[config.mk]
export PLATFORM = sky130hd
export DESIGN_NAME = par_data_align
export DESIGN_NICKNAME = d
export VERILOG_FILES = /design/src/rtl/par_align_pkg.sv /design/src/rtl/par_data_align.sv
export SDC_FILE = /design/constraint.sdc
export NUM_CORES = 1
export LEC_CHECK = 0
export CAP_MARGIN = 20
export CORE_ASPECT_RATIO = 0.9
export CORE_UTILIZATION = 40
export DETAILED_ROUTE_END_ITERATION = 12
export GPL_TIMING_DRIVEN = 0
export PLACE_DENSITY = 0.68
export SYNTH_ARGS = -nofsm -noshare
export SYNTH_HDL_FRONTEND = slang
export SYNTH_SLANG_ARGS = --single-unit
[constraint.sdc]
create_clock -name par_clk -period 2.1 [get_ports par_clk]
set_input_delay 0.42 -clock par_clk [delete_from_list [all_inputs] [get_ports par_clk]]
set_output_delay 0.42 -clock par_clk [all_outputs]
set_load 0.02 [all_outputs]
[src/rtl/par_align_pkg.sv]
// Shared types and constants for the parallel word-alignment stage.
package par_align_pkg;

    localparam int         SLIP_CNT_W        = 4;
    localparam int         MATCH_CNT_W       = 8;
    localparam int         WAIT_CNT_W        = 4;
    localparam logic [7:0] TRAIN_PAT_DEFAULT = 8'hA5;

    // One-hot encoding keeps next-state decode shallow at par_clk rates.
    typedef enum logic [5:0] {
        ST_IDLE      = 6'b000001,
        ST_COMPARE   = 6'b000010,
        ST_SLIP      = 6'b000100,
        ST_SLIP_WAIT = 6'b001000,
        ST_LOCKED    = 6'b010000,
        ST_FAIL      = 6'b100000
    } align_state_t;

endpackage

[src/rtl/par_data_align.sv]
// Trains the deserialised word boundary against a fixed pattern using bitslip
// pulses, then forwards registered data with lock / fail status.
module par_data_align
    import par_align_pkg::*;
#(
    parameter int                DATA_W    = 8,
    parameter logic [DATA_W-1:0] TRAIN_PAT = DATA_W'(TRAIN_PAT_DEFAULT),
    parameter int                MATCH_CNT = 16,
    parameter int                SLIP_WAIT = 4
) (
    input  logic                  clk_reset_n,
    input  logic                  par_clk,
    input  logic                  par_clk_rdy,
    input  logic                  align_start,
    input  logic [DATA_W-1:0]     data_in,
    output logic                  bitslip,
    output logic                  aligned,
    output logic                  align_fail,
    output logic [SLIP_CNT_W-1:0] slip_count,
    output logic [DATA_W-1:0]     data_out
);

    localparam logic [SLIP_CNT_W-1:0]  LAST_SLIP  = SLIP_CNT_W'(DATA_W - 1);
    localparam logic [MATCH_CNT_W-1:0] MATCH_LAST = MATCH_CNT_W'(MATCH_CNT - 1);
    localparam logic [WAIT_CNT_W-1:0]  WAIT_LAST  = WAIT_CNT_W'(SLIP_WAIT - 1);

    align_state_t            state;
    logic [DATA_W-1:0]       data_q;
    logic [MATCH_CNT_W-1:0]  match_cnt;
    logic [WAIT_CNT_W-1:0]   wait_cnt;
    logic                    pat_hit;

    assign pat_hit = (data_q == TRAIN_PAT);

    // Data path runs in every state; downstream qualifies it with aligned.
    always_ff @(posedge par_clk or negedge clk_reset_n) begin
        if (!clk_reset_n) begin
            data_q   <= '0;
            data_out <= '0;
        end else begin
            data_q   <= data_in;
            data_out <= data_q;
        end
    end

    always_ff @(posedge par_clk or negedge clk_reset_n) begin
        if (!clk_reset_n) begin
            state      <= ST_IDLE;
            bitslip    <= 1'b0;
            aligned    <= 1'b0;
            align_fail <= 1'b0;
            slip_count <= '0;
            match_cnt  <= '0;
            wait_cnt   <= '0;
        end else if (!par_clk_rdy) begin
            // Losing the parallel clock overrides everything, including a match.
            state      <= ST_IDLE;
            bitslip    <= 1'b0;
            aligned    <= 1'b0;
            align_fail <= 1'b0;
            slip_count <= '0;
            match_cnt  <= '0;
            wait_cnt   <= '0;
        end else begin
            bitslip <= 1'b0;
            unique case (state)
                ST_IDLE: begin
                    state      <= ST_COMPARE;
                    match_cnt  <= '0;
                    slip_count <= '0;
                end
                ST_COMPARE: begin
                    if (pat_hit) begin
                        if (match_cnt != '1) begin
                            match_cnt <= match_cnt + 1'b1;
                        end
                        if (match_cnt == MATCH_LAST) begin
                            state   <= ST_LOCKED;
                            aligned <= 1'b1;
                        end
                    end else begin
                        match_cnt <= '0;
                        if (slip_count == LAST_SLIP) begin
                            state      <= ST_FAIL;
                            align_fail <= 1'b1;
                        end else begin
                            state   <= ST_SLIP;
                            bitslip <= 1'b1;
                        end
                    end
                end
                ST_SLIP: begin
                    slip_count <= slip_count + 1'b1;
                    wait_cnt   <= '0;
                    state      <= ST_SLIP_WAIT;
                end
                ST_SLIP_WAIT: begin
                    // Give the deserialiser and data_q time to settle on the new offset.
                    wait_cnt <= wait_cnt + 1'b1;
                    if (wait_cnt == WAIT_LAST) begin
                        state <= ST_COMPARE;
                    end
                end
                ST_LOCKED: begin
                    if (align_start) begin
                        aligned    <= 1'b0;
                        slip_count <= '0;
                        match_cnt  <= '0;
                        state      <= ST_COMPARE;
                    end
                end
                ST_FAIL: begin
                    // Search resumes from the deserialiser's current offset.
                    if (align_start) begin
                        align_fail <= 1'b0;
                        slip_count <= '0;
                        match_cnt  <= '0;
                        state      <= ST_COMPARE;
                    end
                end
                default: begin
                    state      <= ST_IDLE;
                    aligned    <= 1'b0;
                    align_fail <= 1'b0;
                    slip_count <= '0;
                    match_cnt  <= '0;
                    wait_cnt   <= '0;
                end
            endcase
        end
    end

endmodule

==> Word-level counts from Yosys, hierarchy flattened <==
Index checks and enable logic that the tools add are counted.
{ "totals": {"reg_bits": 41, "out_inout_bits": 15} }
{ "op_classes": {"addsub": 3, "eq_ne": 26, "mux": 30, "reduce_logical": 11} }
{ "ops": {"columns": ["operator", "n"], "rows": [
  ["$mux 6", 6],
  ["$mux 8", 4],
  ["$pmux 6 s5", 1],
  ["$pmux 8 s3", 1],
  ["$ne 3x3->1 const B", 7],
  ["$mux 4", 3],
  ["$pmux 4 s3", 1],
  ["$reduce_or 4->1", 3],
  ["$mux 1", 11],
  ["$ne 2x2->1 const B", 5],
  ["$add 4x1->4 const B", 2],
  ["$add 8x1->8 const B", 1],
  ["$eq 8x4->1 const B", 1],
  ["$eq 8x8->1 const B", 1],
  ["$ne 4x4->1 const B", 2],
  ["$ne 8x8->1 const B", 1],
  ["$pmux 4 s2", 1],
  ["$reduce_and 4->1", 2],
  ["$eq 6x1->1 const B", 1],
  ["$eq 6x2->1 const B", 1],
  ["$eq 6x3->1 const B", 1],
  ["$eq 6x4->1 const B", 1],
  ["$eq 6x5->1 const B", 1],
  ["$eq 6x6->1 const B", 1],
  ["other kinds (7)", 11]
]} }

==> Depth between registers and ports, before layout <==
{ "logic_depth": {"depth_word": 5, "ltp_mapped": 7} }

==> Least setup slack after synthesis <==
OpenSTA, ideal clock, no wires.
{ "synth_path": {"path_type": "register to register", "startpoint": "register state[2]", "endpoint": "register match_cnt[0]", "setup_time_ns": 0.125, "arrival_time_ns": 1.502, "required_time_ns": 1.975, "setup_slack_ns": 0.473, "stages_incl_launch_ff": 7, "n_path_buf": 1, "cell_sequence": "dfrtp_1 > buf_6 > xnor2_2 > and3b_1 > o21ai_4 > a21bo_1 > mux2_4"} }
{ "synth_via": {"elab_chain_len": 4, "word_cells_on_any_way": 13, "classes_between": "8 x eq/ne; 2 x mux; 3 x reduce/logical"} }
{ "synth_lines": {"columns": ["element", "line_no", "source"], "rows": [
  ["from (decl)", "par_data_align.sv:27", "align_state_t state;"],
  ["from (signal assigned)", "par_data_align.sv:48", "state <= ST_IDLE;"],
  ["from (signal assigned)", "par_data_align.sv:57", "state <= ST_IDLE;"],
  ["from (signal assigned)", "par_data_align.sv:68", "state <= ST_COMPARE;"],
  ["$eq 6x6->1, or another cell as far along", "par_data_align.sv:66", "unique case (state)"],
  ["$reduce_or 2->1 (no line)", null, null],
  ["$ne 3x2->1 (no line), or another cell as far along", null, null],
  ["$reduce_and 3->1 (no line) / $mux 8 (equally long branches)", null, null],
  ["to (signal assigned)", "par_data_align.sv:75", "match_cnt <= match_cnt + 1'b1;"],
  ["to (decl)", "par_data_align.sv:29", "logic [MATCH_CNT_W-1:0] match_cnt;"]
]} }
Several ways; a longest one is shown, not always the timed one.
A chain may end at the register's enable or synchronous reset.

==> Final worst setup path <==
{ "layout_path": {"startpoint": "register state[4]", "endpoint": "register match_cnt[0]"} }
Same word-level chain as after synthesis.

==> metrics.txt <==
status=completed; Worst Hold Launch=data_q[7]; remaining antenna violation count=0; DR pass1 iterations=6; final instance area=2460 um2; layout cells sized above 1=between 10% and 20%; syn_area_per_cell=10.4 um2; largest net degree at the start of global routing=31; overall power=between 1500 and 2000 uW; Synth warnings=0; post-layout net count=239; commonest non-fill, non-tap cells in the layout=dfrtp_1, clkdlybuf4s50_1, nand2_1, o21ai_0, nor2_1; Final Slew Violations=0; adder-cell share of the synthesized area=1.89%; final setup TNS=0 ps; CP required=2290 ps; Seq/Total Area, Yosys=51.8%; TritonCTS buffer count=5; Crit Path Class=flip-flop to flip-flop; Die Wd=76.2 um; ys async rst share=between 90% and 100%; grt total ovfl=0; non-filler cells, final=287; Root Buffer=clkbuf_8; starting density of the core=43.1%; Worst path slowest cell=dfrtp_1; largest family of logic cells by synthesized area=simple AND/OR/NAND/NOR gates; placed cells=278; Reg2Reg Launch Point=state[4]; Critical Path Fanout Max=9; area leader, netlist=dfrtp_1; Core Region=about 4600 um2; global-route wire length before repair=6.86 mm; via count=1541; GRT Total Usage=17.0%; clk_skew=roughly 5.3 ps; CTS tree=yes; Die Ht=a little under 70 um; CP delay by family, top=compound AO/OA/AOI/OAI gates; HPWL Detailed=about 2.8 mm; VDD IR max=0.000394 V; vias per cell=5.37; Clk Latency, worst-skew pair=300 ps; Filler Cells Inserted=428; Synth Area in Simple Gates=20.9%; 1st-iter DRT viols=between 100 and 150; final critical-path required period=1830 ps; Clock Path Buffers=2; xor/xnor cell area share of the yosys netlist=2.59%; Setup crit start kind=flip-flop; hold crit path type=flip-flop to flip-flop; Seq cells post-synth=41; Worst-path clk slew=80 ps; Cell Area, Synth=~2000 um2; crit share post-route=87.3%; Std-Cell Rows=23; H-Tree Level Count=2; worst r2r dst=match_cnt[0]; maximum clock frequency=545 MHz; Sink Count=41; dpl cell area=between 2000 and 2500 um2; Crit. End Element=flip-flop; Critical Path AT=2020 ps; DIE AREA=5250 um2; slew margin rel.=67.2%; Buf/Inv on CP=0; Worst Setup SP=state[4]; DRC Markers=0; Ant. Diodes=0; Synth top area share=50.4%; RSZ-0062 raised after global routing=false; post-synthesis mux area share=under 10%; Hold Vio Cnt, Final=0; synth unique cells=54; actual slew at the worst max-slew pin=489 ps; pwr dens=around 700 nW/um2; r2r setup slk=270 ps; Synth Area in Compound Gates=18.1%; critical path, cell by cell=xor2_1 -> and3_4 -> o21ai_4 -> a21bo_1 -> mux2_4; Setup-failing EPs final=0; Setup Buffers After CTS=0; hold path depth=0; # IOs=27; Top FF cell, synth=dfrtp_1; max_cap viols=0; vias in the first global route=1467; GPL Wtd Cong=0.896; most common cell after layout, fill and taps aside=dfrtp_1; Post-synth EDFFs=0; antenna violations before repair=0; R2R depth=5; LEAKAGE=0.00108 uW; slowest stage delay, CP=480 ps; Synth area leaders=dfrtp_1, o21ai_0, a21oi_1; DR WL/cell=14.0 um; Layout area overhead=23.8%; Port Buf Inserts=25; Total Wirelength=4.03 mm; hold endpoint=data_out[7]; cells after synthesis=190; Synth Net Count=205
[synthesized netlist by cell type (5+ instances only)]
| cell | n |
|---|---|
| dfrtp_1 | 40 |
| nand2_1 | 13 |
| o21ai_0 | 13 |
| nor2_1 | 12 |
| a21oi_1 | 11 |
| nand3_1 | 10 |
| nor3_1 | 6 |
| and3_1 | 5 |
[logic make-up (layout without fill, tap and decap cells)]
group | Yosys count | after routing
XOR/XNOR | 5 | 5
multiplexers | 2 | 2
AND/OR/NAND/NOR | 72 | 72
buffers and inverters | 13 | 48
adder cells (fa/ha/maj) | 3 | 3
flip-flops | 41 | 41
AO/OA/AOI/OAI | 54 | 54
[report_power, final]
| part | internal [uW] | total (uW) | switching, uW |
|---|---|---|---|
| Combinational | 105 | 238 | 134 |
| Clock | 356 | 638 | 282 |
| Sequential | 821 | 836 | 15.3 |
[layout make-up]
class / instances / area [um2] / area share [%]
flip-flops and latches: 41 / 1030 / 41.8
multi-input cells: 136 / 893 / 36.4
repair buffers: 27 / 275 / 11.2
well taps: 62 / 77.6 / 3.16
clock buffers: 5 / 68.8 / 2.80
plain buffers: 8 / 50.0 / 2.04
clock inverters: 3 / 46.3 / 1.88
inverters: 5 / 18.8 / 0.764
[state kept, by name (all words and copies together), names as in the netlist]
register,flops
data_out,8
data_q,8
match_cnt,8
state,6
slip_count,4
wait_cnt,4
align_fail,1
aligned,1
bitslip,1
[worst max path at each step]
stage	end	slack [ps]	cells past startpoint
2_1_floorplan	match_cnt[0]	470	6
3_3_place_gp	data_q[6]	-470	1
3_5_place_dp	match_cnt[0]	-20	6
4_1_cts	match_cnt[0]	190	6
5_1_grt	match_cnt[0]	120	6
6_report	match_cnt[0]	270	5
[routing by layer]
metal / wire [um] / GRT usage (%) / vias to the layer above / part of all wire [%]
li1: - / - / 760 / -
met1: 2020 / 22.6 / 735 / 50
met2: 1750 / 26.2 / 34 / 44
met3: 158 / 3.82 / 12 / 3.9
met4: 95 / 8.89 / 0 / 2.4
met5: 0 / 0 / - / 0
[per-stage QoR]
stage	worst slack (ps)	util, %	hold WS (ps)
after floorplan	473	-	124
after global placement	-468	50.2	352
after detailed placement	-16.1	50.5	319
after CTS	193	53.3	370
after global routing	121	53.4	378
final	266	53.4	371
[repair_timing]
| action | 4_1_cts | 5_1_grt |
|---|---|---|
| resized for setup | 0 | 1 |
| setup endpoints to repair | 0 | 1 |
| hold buffers | 1 | 0 |
| hold endpoints to repair | 11 | 0 |
Note: power is estimated with default switching activity, not from simulation.
